==> src/rtl/spi_master_pkg.sv <==
// Shared definitions for the parametrised SPI master: mode codes, FSM encoding
// and the slave-select index width helper.
package spi_master_pkg;

  localparam logic [1:0] SPI_MODE0 = 2'b00;
  localparam logic [1:0] SPI_MODE1 = 2'b01;
  localparam logic [1:0] SPI_MODE2 = 2'b10;
  localparam logic [1:0] SPI_MODE3 = 2'b11;

  typedef enum logic [2:0] {
    ST_IDLE  = 3'd0,
    ST_SETUP = 3'd1,
    ST_LEAD  = 3'd2,
    ST_TRAIL = 3'd3,
    ST_DONE  = 3'd4
  } spi_state_t;

  function automatic int ss_w(input int num_ss);
    if (num_ss <= 1) return 1;
    return $clog2(num_ss);
  endfunction

endpackage

==> src/rtl/spi_sck_tick.sv <==
// SCK half-period timer: down-counter reloaded on start or terminal count,
// emitting a one-clock tick every div+1 clocks while enabled.
module spi_sck_tick #(
  parameter int DIV_W = 8
) (
  input  logic             i_clk,
  input  logic             i_rst_n,
  input  logic             i_start,
  input  logic             i_en,
  input  logic [DIV_W-1:0] i_div,
  output logic             o_tick
);

  logic [DIV_W-1:0] r_cnt;
  logic [DIV_W-1:0] r_div;

  always_ff @(posedge i_clk or negedge i_rst_n) begin
    if (!i_rst_n) begin
      r_cnt <= '0;
      r_div <= '0;
    end else if (i_start) begin
      r_cnt <= i_div;
      r_div <= i_div;
    end else if (i_en) begin
      if (r_cnt == '0) r_cnt <= r_div;
      else             r_cnt <= r_cnt - 1'b1;
    end
  end

  assign o_tick = i_en && (r_cnt == '0);

endmodule

==> src/rtl/spi_master_param.sv <==
// Parametrised SPI master with per-transfer mode, held chip-select and a
// one-entry RX holding register. Optional feature macro: SPI_LOOPBACK_EN.
//
// state    | meaning
// IDLE     | SCK at CPOL, waiting for an accepted start
// SETUP    | SS asserted, first bit presented (CPHA=0)
// LEAD     | SCK at ~CPOL; sample (CPHA=0) or shift out (CPHA=1)
// TRAIL    | SCK at CPOL; shift out (CPHA=0) or sample (CPHA=1)
// DONE     | SS deasserted on exit
module spi_master_param
  import spi_master_pkg::*;
#(
  parameter int DATA_W = 8,
  parameter int NUM_SS = 1,
  parameter int DIV_W  = 8
) (
  input  logic                      control_clk_i,
  input  logic                      control_rst_i,
  input  logic                      control_we_i,
  input  logic [DATA_W-1:0]         control_dataw_i,
  input  logic [DIV_W-1:0]          control_div_i,
  input  logic [1:0]                control_mode_i,
  input  logic [ss_w(NUM_SS)-1:0]   control_ss_sel_i,
  input  logic                      control_hold_ss_i,
  input  logic                      control_re_i,
`ifdef SPI_LOOPBACK_EN
  input  logic                      loopback_i,
`endif
  output logic [DATA_W-1:0]         mem_data_o,
  output logic                      busy_o,
  output logic                      rx_valid_o,
  output logic                      rx_ovf_o,
  output logic                      SCK,
  output logic [NUM_SS-1:0]         SS,
  output logic                      MOSI,
  input  logic                      MISO
);

  localparam int SSW   = ss_w(NUM_SS);
  localparam int CNT_W = $clog2(DATA_W);

  spi_state_t        r_state;
  spi_state_t        w_next;
  logic [1:0]        r_mode;
  logic              r_hold;
  logic              r_mosi;
  logic [DATA_W-1:0] r_tx;
  logic [DATA_W-1:0] r_rx;
  logic [DATA_W-1:0] r_mem;
  logic [CNT_W-1:0]  r_bit_cnt;
  logic [NUM_SS-1:0] r_ss;
  logic              r_valid;
  logic              r_ovf;

  logic              w_start;
  logic              w_tick;
  logic              w_cpol;
  logic              w_cpha;
  logic              w_last_bit;
  logic              w_sample;
  logic              w_shift_out;
  logic              w_sample_bit;
  logic              w_complete;
  logic              w_sck;
  logic              w_busy;
  logic [DATA_W-1:0] w_rx_shift;
  logic [DATA_W-1:0] w_rx_cur;
  logic [NUM_SS-1:0] w_ss_start;

  assign w_start    = control_we_i && (r_state == ST_IDLE);
  assign w_cpol     = (r_mode == SPI_MODE2) || (r_mode == SPI_MODE3);
  assign w_cpha     = (r_mode == SPI_MODE1) || (r_mode == SPI_MODE3);
  assign w_last_bit = (r_bit_cnt == '0);

  spi_sck_tick #(.DIV_W(DIV_W)) u_tick (
    .i_clk   (control_clk_i),
    .i_rst_n (control_rst_i),
    .i_start (w_start),
    .i_en    (r_state != ST_IDLE),
    .i_div   (control_div_i),
    .o_tick  (w_tick)
  );

  // FSM state register
  always_ff @(posedge control_clk_i or negedge control_rst_i) begin
    if (!control_rst_i) r_state <= ST_IDLE;
    else                r_state <= w_next;
  end

  // FSM next-state logic
  always_comb begin
    w_next = r_state;
    case (r_state)
      ST_IDLE:  if (w_start) w_next = ST_SETUP;
      ST_SETUP: if (w_tick) w_next = ST_LEAD;
      ST_LEAD:  if (w_tick) w_next = ST_TRAIL;
      ST_TRAIL: begin
        if (w_tick) begin
          if (!w_last_bit) w_next = ST_LEAD;
          else if (r_hold) w_next = ST_IDLE;
          else             w_next = ST_DONE;
        end
      end
      ST_DONE:  if (w_tick) w_next = ST_IDLE;
      default:  w_next = ST_IDLE;
    endcase
  end

  // FSM outputs
  always_comb begin
    w_sck  = w_cpol;
    w_busy = 1'b1;
    case (r_state)
      ST_IDLE: w_busy = 1'b0;
      ST_LEAD: w_sck  = ~w_cpol;
      default: ;
    endcase
  end

  // The sampled bit of the final TRAIL (CPHA=1) lands on the same edge as
  // completion when SS is held, so completion takes the bypassed value.
  assign w_sample    = w_tick && (((r_state == ST_LEAD) && !w_cpha) ||
                                  ((r_state == ST_TRAIL) && w_cpha));
  assign w_shift_out = w_tick && (w_cpha ? ((w_next == ST_LEAD) && (r_state != ST_LEAD))
                                         : (r_state == ST_LEAD));
  assign w_rx_shift  = {r_rx[DATA_W-2:0], w_sample_bit};
  assign w_rx_cur    = w_sample ? w_rx_shift : r_rx;
  assign w_complete  = (r_state != ST_IDLE) && (w_next == ST_IDLE);

`ifdef SPI_LOOPBACK_EN
  logic r_loop;

  always_ff @(posedge control_clk_i or negedge control_rst_i) begin
    if (!control_rst_i)  r_loop <= 1'b0;
    else if (w_start)    r_loop <= loopback_i;
  end

  assign w_sample_bit = r_loop ? r_mosi : MISO;
`else
  assign w_sample_bit = MISO;
`endif

  always_comb begin
    w_ss_start = '1;
    for (int i = 0; i < NUM_SS; i++) begin
      if (control_ss_sel_i == SSW'(i)) w_ss_start[i] = 1'b0;
    end
`ifdef SPI_LOOPBACK_EN
    if (loopback_i) w_ss_start = '1;
`endif
  end

  always_ff @(posedge control_clk_i or negedge control_rst_i) begin
    if (!control_rst_i) begin
      r_mode    <= SPI_MODE0;
      r_hold    <= 1'b0;
      r_mosi    <= 1'b0;
      r_tx      <= '0;
      r_rx      <= '0;
      r_bit_cnt <= '0;
      r_ss      <= '1;
    end else begin
      if (w_start) begin
        r_mode    <= control_mode_i;
        r_hold    <= control_hold_ss_i;
        r_bit_cnt <= CNT_W'(DATA_W - 1);
        r_ss      <= w_ss_start;
        if (control_mode_i[0]) begin
          r_tx <= control_dataw_i;
        end else begin
          r_tx   <= {control_dataw_i[DATA_W-2:0], 1'b0};
          r_mosi <= control_dataw_i[DATA_W-1];
        end
      end
      if (w_shift_out) begin
        r_mosi <= r_tx[DATA_W-1];
        r_tx   <= {r_tx[DATA_W-2:0], 1'b0};
      end
      if (w_sample) r_rx <= w_rx_shift;
      if (w_tick && (r_state == ST_TRAIL) && !w_last_bit) r_bit_cnt <= r_bit_cnt - 1'b1;
      if (w_tick && (r_state == ST_DONE)) r_ss <= '1;
    end
  end

  // RX holding register; a read in the completion cycle wins over overflow
  always_ff @(posedge control_clk_i or negedge control_rst_i) begin
    if (!control_rst_i) begin
      r_mem   <= '0;
      r_valid <= 1'b0;
      r_ovf   <= 1'b0;
    end else if (w_complete) begin
      r_mem   <= w_rx_cur;
      r_valid <= 1'b1;
      if (control_re_i)  r_ovf <= 1'b0;
      else if (r_valid)  r_ovf <= 1'b1;
    end else if (control_re_i) begin
      r_valid <= 1'b0;
      r_ovf   <= 1'b0;
    end
  end

  assign mem_data_o = r_mem;
  assign busy_o     = w_busy;
  assign rx_valid_o = r_valid;
  assign rx_ovf_o   = r_ovf;
  assign SCK        = w_sck;
  assign SS         = r_ss;
  assign MOSI       = r_mosi;

endmodule

==> config.mk <==
export PLATFORM = sky130hd
export DESIGN_NAME = spi_master_param
export DESIGN_NICKNAME = d
export VERILOG_FILES = /design/src/rtl/spi_master_pkg.sv /design/src/rtl/spi_sck_tick.sv /design/src/rtl/spi_master_param.sv
export SDC_FILE = /design/constraint.sdc
export NUM_CORES = 1
export LEC_CHECK = 0
export CAP_MARGIN = 25
export CORE_ASPECT_RATIO = 1.4
export CORE_UTILIZATION = 54
export DETAILED_ROUTE_END_ITERATION = 10
export PLACE_DENSITY_LB_ADDON = 0.25
export SYNTH_ARGS = -nofsm -noshare
export SYNTH_HDL_FRONTEND = slang
export SYNTH_SLANG_ARGS = --single-unit
==> constraint.sdc <==
create_clock -name control_clk_i -period 3.62 [get_ports control_clk_i]
set_clock_uncertainty 0.15 [all_clocks]
set_input_delay 0.724 -clock control_clk_i [delete_from_list [all_inputs] [get_ports control_clk_i]]
set_output_delay 0.724 -clock control_clk_i [all_outputs]
set_load 0.02 [all_outputs]
==> flow_summary_export.csv <==
group,metric,value,unit
detailed_routing,drt-total-wl,5.17,mm
sta,finalSetupViolations,0,
setup_path,regToRegEndpoint,"mem_data_o[7]",
power,power,1.04,mW
global_routing,grt_pass1_wl,8.60,mm
logic_synthesis,postSynthCellCount,233,
clocking,worstSkewPairLatency,0.32,ns
global_routing,met2_usage,33.8,%
setup_path,critPathMaxFanout,10,
power,ir_drop,0.000288,V
setup_path,worst_r2r_path_depth,6,
sta,timing.final.crit_share,81.1,%
detailed_routing,wl_per_cell,15.3,um
floorplanning,core-area,4840,um2
global_routing,grtUsageMet1,26.7,%
logic_synthesis,synthTopCellsByArea,"dfrtp_1 (48%), mux2_4 (8.8%), mux2i_1 (6.2%), mux2_2 (6.2%), o21ai_0 (2.7%)",
logic_synthesis,synth-main-ff-cell,"dfrtp_1",
clocking,cts_tree,"built",
floorplanning,io_pins,39,
detailed_routing,vias_per_cell,5.66,
floorplanning,die_area,5360,um2
setup_path,path_class,"reg2reg",
setup_path,worst_setup_path_start_kind,"flop",
sta,worst_pin_slew,0.846,ns
run,cap_viol_max_count,0,
power,p_leak,1.43,nW
sta,layout_setup_ws,0.683,ns
clocking,cts_setup_buffers,0,
setup_path,cp-end-kind,"flop",
layout,mostFrequentLayoutCells,"dfrtp_1 (52), clkdlybuf4s50_1 (37), mux2i_1 (17)",
layout,multiInputGateArea,1330,um2
layout,layout_commonest_cell,"dfrtp_1",
logic_synthesis,yosysWarnings,0,
logic_synthesis,synth_cell_types,49,
setup_path,arrival,3.00,ns
detailed_routing,dr_total_vias,1909,
floorplanning,die_y,86.2,um
clocking,cts_buffers,5,
clocking,ctsHoldBuffers,0,
clocking,ctsRootBufferMaster,"clkbuf_8",
global_routing,grt_overflow_total,0,
layout,num_antenna_cells,0,
sta,fin_crit,2.94,ns
global_routing,grt_max_degree,40,
layout,register_area,1330,um2
layout,postLayoutCoreUtil,67.8,%
logic_synthesis,yosysSeqAreaShare,48.5,%
logic_synthesis,synth_area_per_cell,11.7,um2
logic_synthesis,yosysTopAreaCell,"dfrtp_1",
sta,slew_violations,0,
logic_synthesis,ys_async_sr_fraction,100,%
layout,synthToLayoutAreaGrowth,19.8,%
global_routing,grt.busiest_layer,"met2",
detailed_routing,dr.pass1.iters,4,
logic_synthesis,ys_seq_elements,53,
detailed_routing,drcViolationCount,0,
placed_design,place_area,3190,um2
sta,rsz0062_at_grt,"false",
floorplanning,start_util,56.5,%
placed_design,gp_congestion,0.823,
layout,nFillCells,356,
power,power.density,316,nW/um2
layout,finalNetCount,301,
logic_synthesis,synth_nets,262,
placed_design,port_buffers,38,
global_routing,met3_usage,4.08,%
sta,max_freq,340,MHz
layout,final_area,3280,um2
layout,drive_above_1_share,20.1,%
global_routing,grt_pass1_vias,1822,
setup_path,r2r_slack,0.68,ns
setup_path,rr_startpoint,"u_tick.r_cnt[0]",
global_routing,grt_usage,20.8,%
clocking,h-tree-depth,2,
clocking,post_cts_resized,0,
placed_design,pre_cts_ws,0.682,ns
setup_path,worstPathRequired,3.68,ns
floorplanning,rows,30,
logic_synthesis,netlist.area_leader.share,47.5,%
hold_path,hold_class,"in2async",
sta,setup_tns,0,ns
status,status,"complete, no violations",
detailed_routing,drtAntennaViolNets,0,
sta,finalHoldViolCount,0,
global_routing,antenna_found_initial,0,
placed_design,place_hpwl,3.72,mm
clocking,clock_sinks,53,
sta,relSlewSlack,43.6,%
floorplanning,die_w,62.2,um
detailed_routing,drt_iter0_markers,110,
logic_synthesis,synth_edf_count,0,
clocking,clk_pin_slew,0.10,ns
clocking,ctsLongestPathBuffers,2,
logic_synthesis,syn_area,2740,um2
worst max-delay path, stage by stage, from the launching register on:
cell and delay [ns]:
dfrtp_1 0.44, inv_1 0.11, ha_1 0.20, nor3b_1 0.53, nand2_1 0.33, a211oi_4 0.72
mux2_4 0.35
metal layers:
metal,share of wire [%],vias to the layer above
met3,4.1,5
met2,48,52
met1,46,916
met4,1.8,0
li1,-,936
met5,0,-
final cells by class:
| class | count | share of cell area (%) |
|---|---|---|
| Timing Repair Buffer | 44 | 12.8 |
| Multi-Input combinational cell | 159 | 40.5 |
| Clock buffer | 5 | 2.10 |
| Tap cell | 64 | 2.44 |
| Clock inverter | 3 | 0.648 |
| Inverter | 9 | 1.03 |
| Sequential cell | 53 | 40.5 |
report_power, final:
group          internal (mW)  leakage [nW]  switching (mW)
sequential             0.606         0.673         0.00948
combinational         0.0462         0.711          0.0353
clock                  0.138        0.0445           0.200
total                  0.790          1.43           0.245
stage by stage:
stage | hold WS [ns] | instances
after CTS | 0.353 | 337
after floorplan | 0.278 | 233
final | 0.346 | 337
after global routing | 0.372 | 337
after detailed placement | 0.328 | 329
after global placement | 0.315 | 329
registers in the layout (all words and copies together) (netlist names):
signal / count
u_tick.r_cnt: 8
r_hold: 1
SS: 1
r_tx: 8
MOSI: 1
rx_ovf_o: 1
r_bit_cnt: 3
u_tick.r_div: 8
r_state: 3
mem_data_o: 8
rx_valid_o: 1
r_mode: 2
r_rx: 8
cells in the mapped netlist (all sizes together) (4+ instances only):
master,count
ha,4
nor3,4
nand2b,4
mux2,31
inv,9
a211oi,4
o21ai,15
nor2,7
mux2i,17
nand2,14
or4,4
clkbuf,10
o2bb2ai,7
dfrtp,52
a21oi,10
worst max path at each step:
stage / start / end / slack, ns / depth (start not counted)
2_1_floorplan: u_tick.r_cnt[0] / mem_data_o[0] / 0.98 / 7
3_5_place_dp: u_tick.r_cnt[0] / mem_data_o[4] / 0.68 / 6
5_1_grt: u_tick.r_cnt[0] / mem_data_o[7] / 0.41 / 6
6_report: u_tick.r_cnt[0] / mem_data_o[7] / 0.68 / 6
4_1_cts: u_tick.r_cnt[0] / mem_data_o[7] / 0.66 / 6
3_3_place_gp: u_tick.r_cnt[0] / mem_data_o[3] / 0.80 / 6
logic make-up (layout without fill, tap and decap cells):
group,Yosys count,after routing,synth area share [%]
fa+ha+maj,4,4,1.83
flops,53,53,48.5
mux,48,48,21.2
xor+xnor,4,4,1.28
compound gates,54,54,13.7
simple gates,49,49,10.4
buf+inv,21,61,3.20
Note: power is estimated with default switching activity, not from simulation.
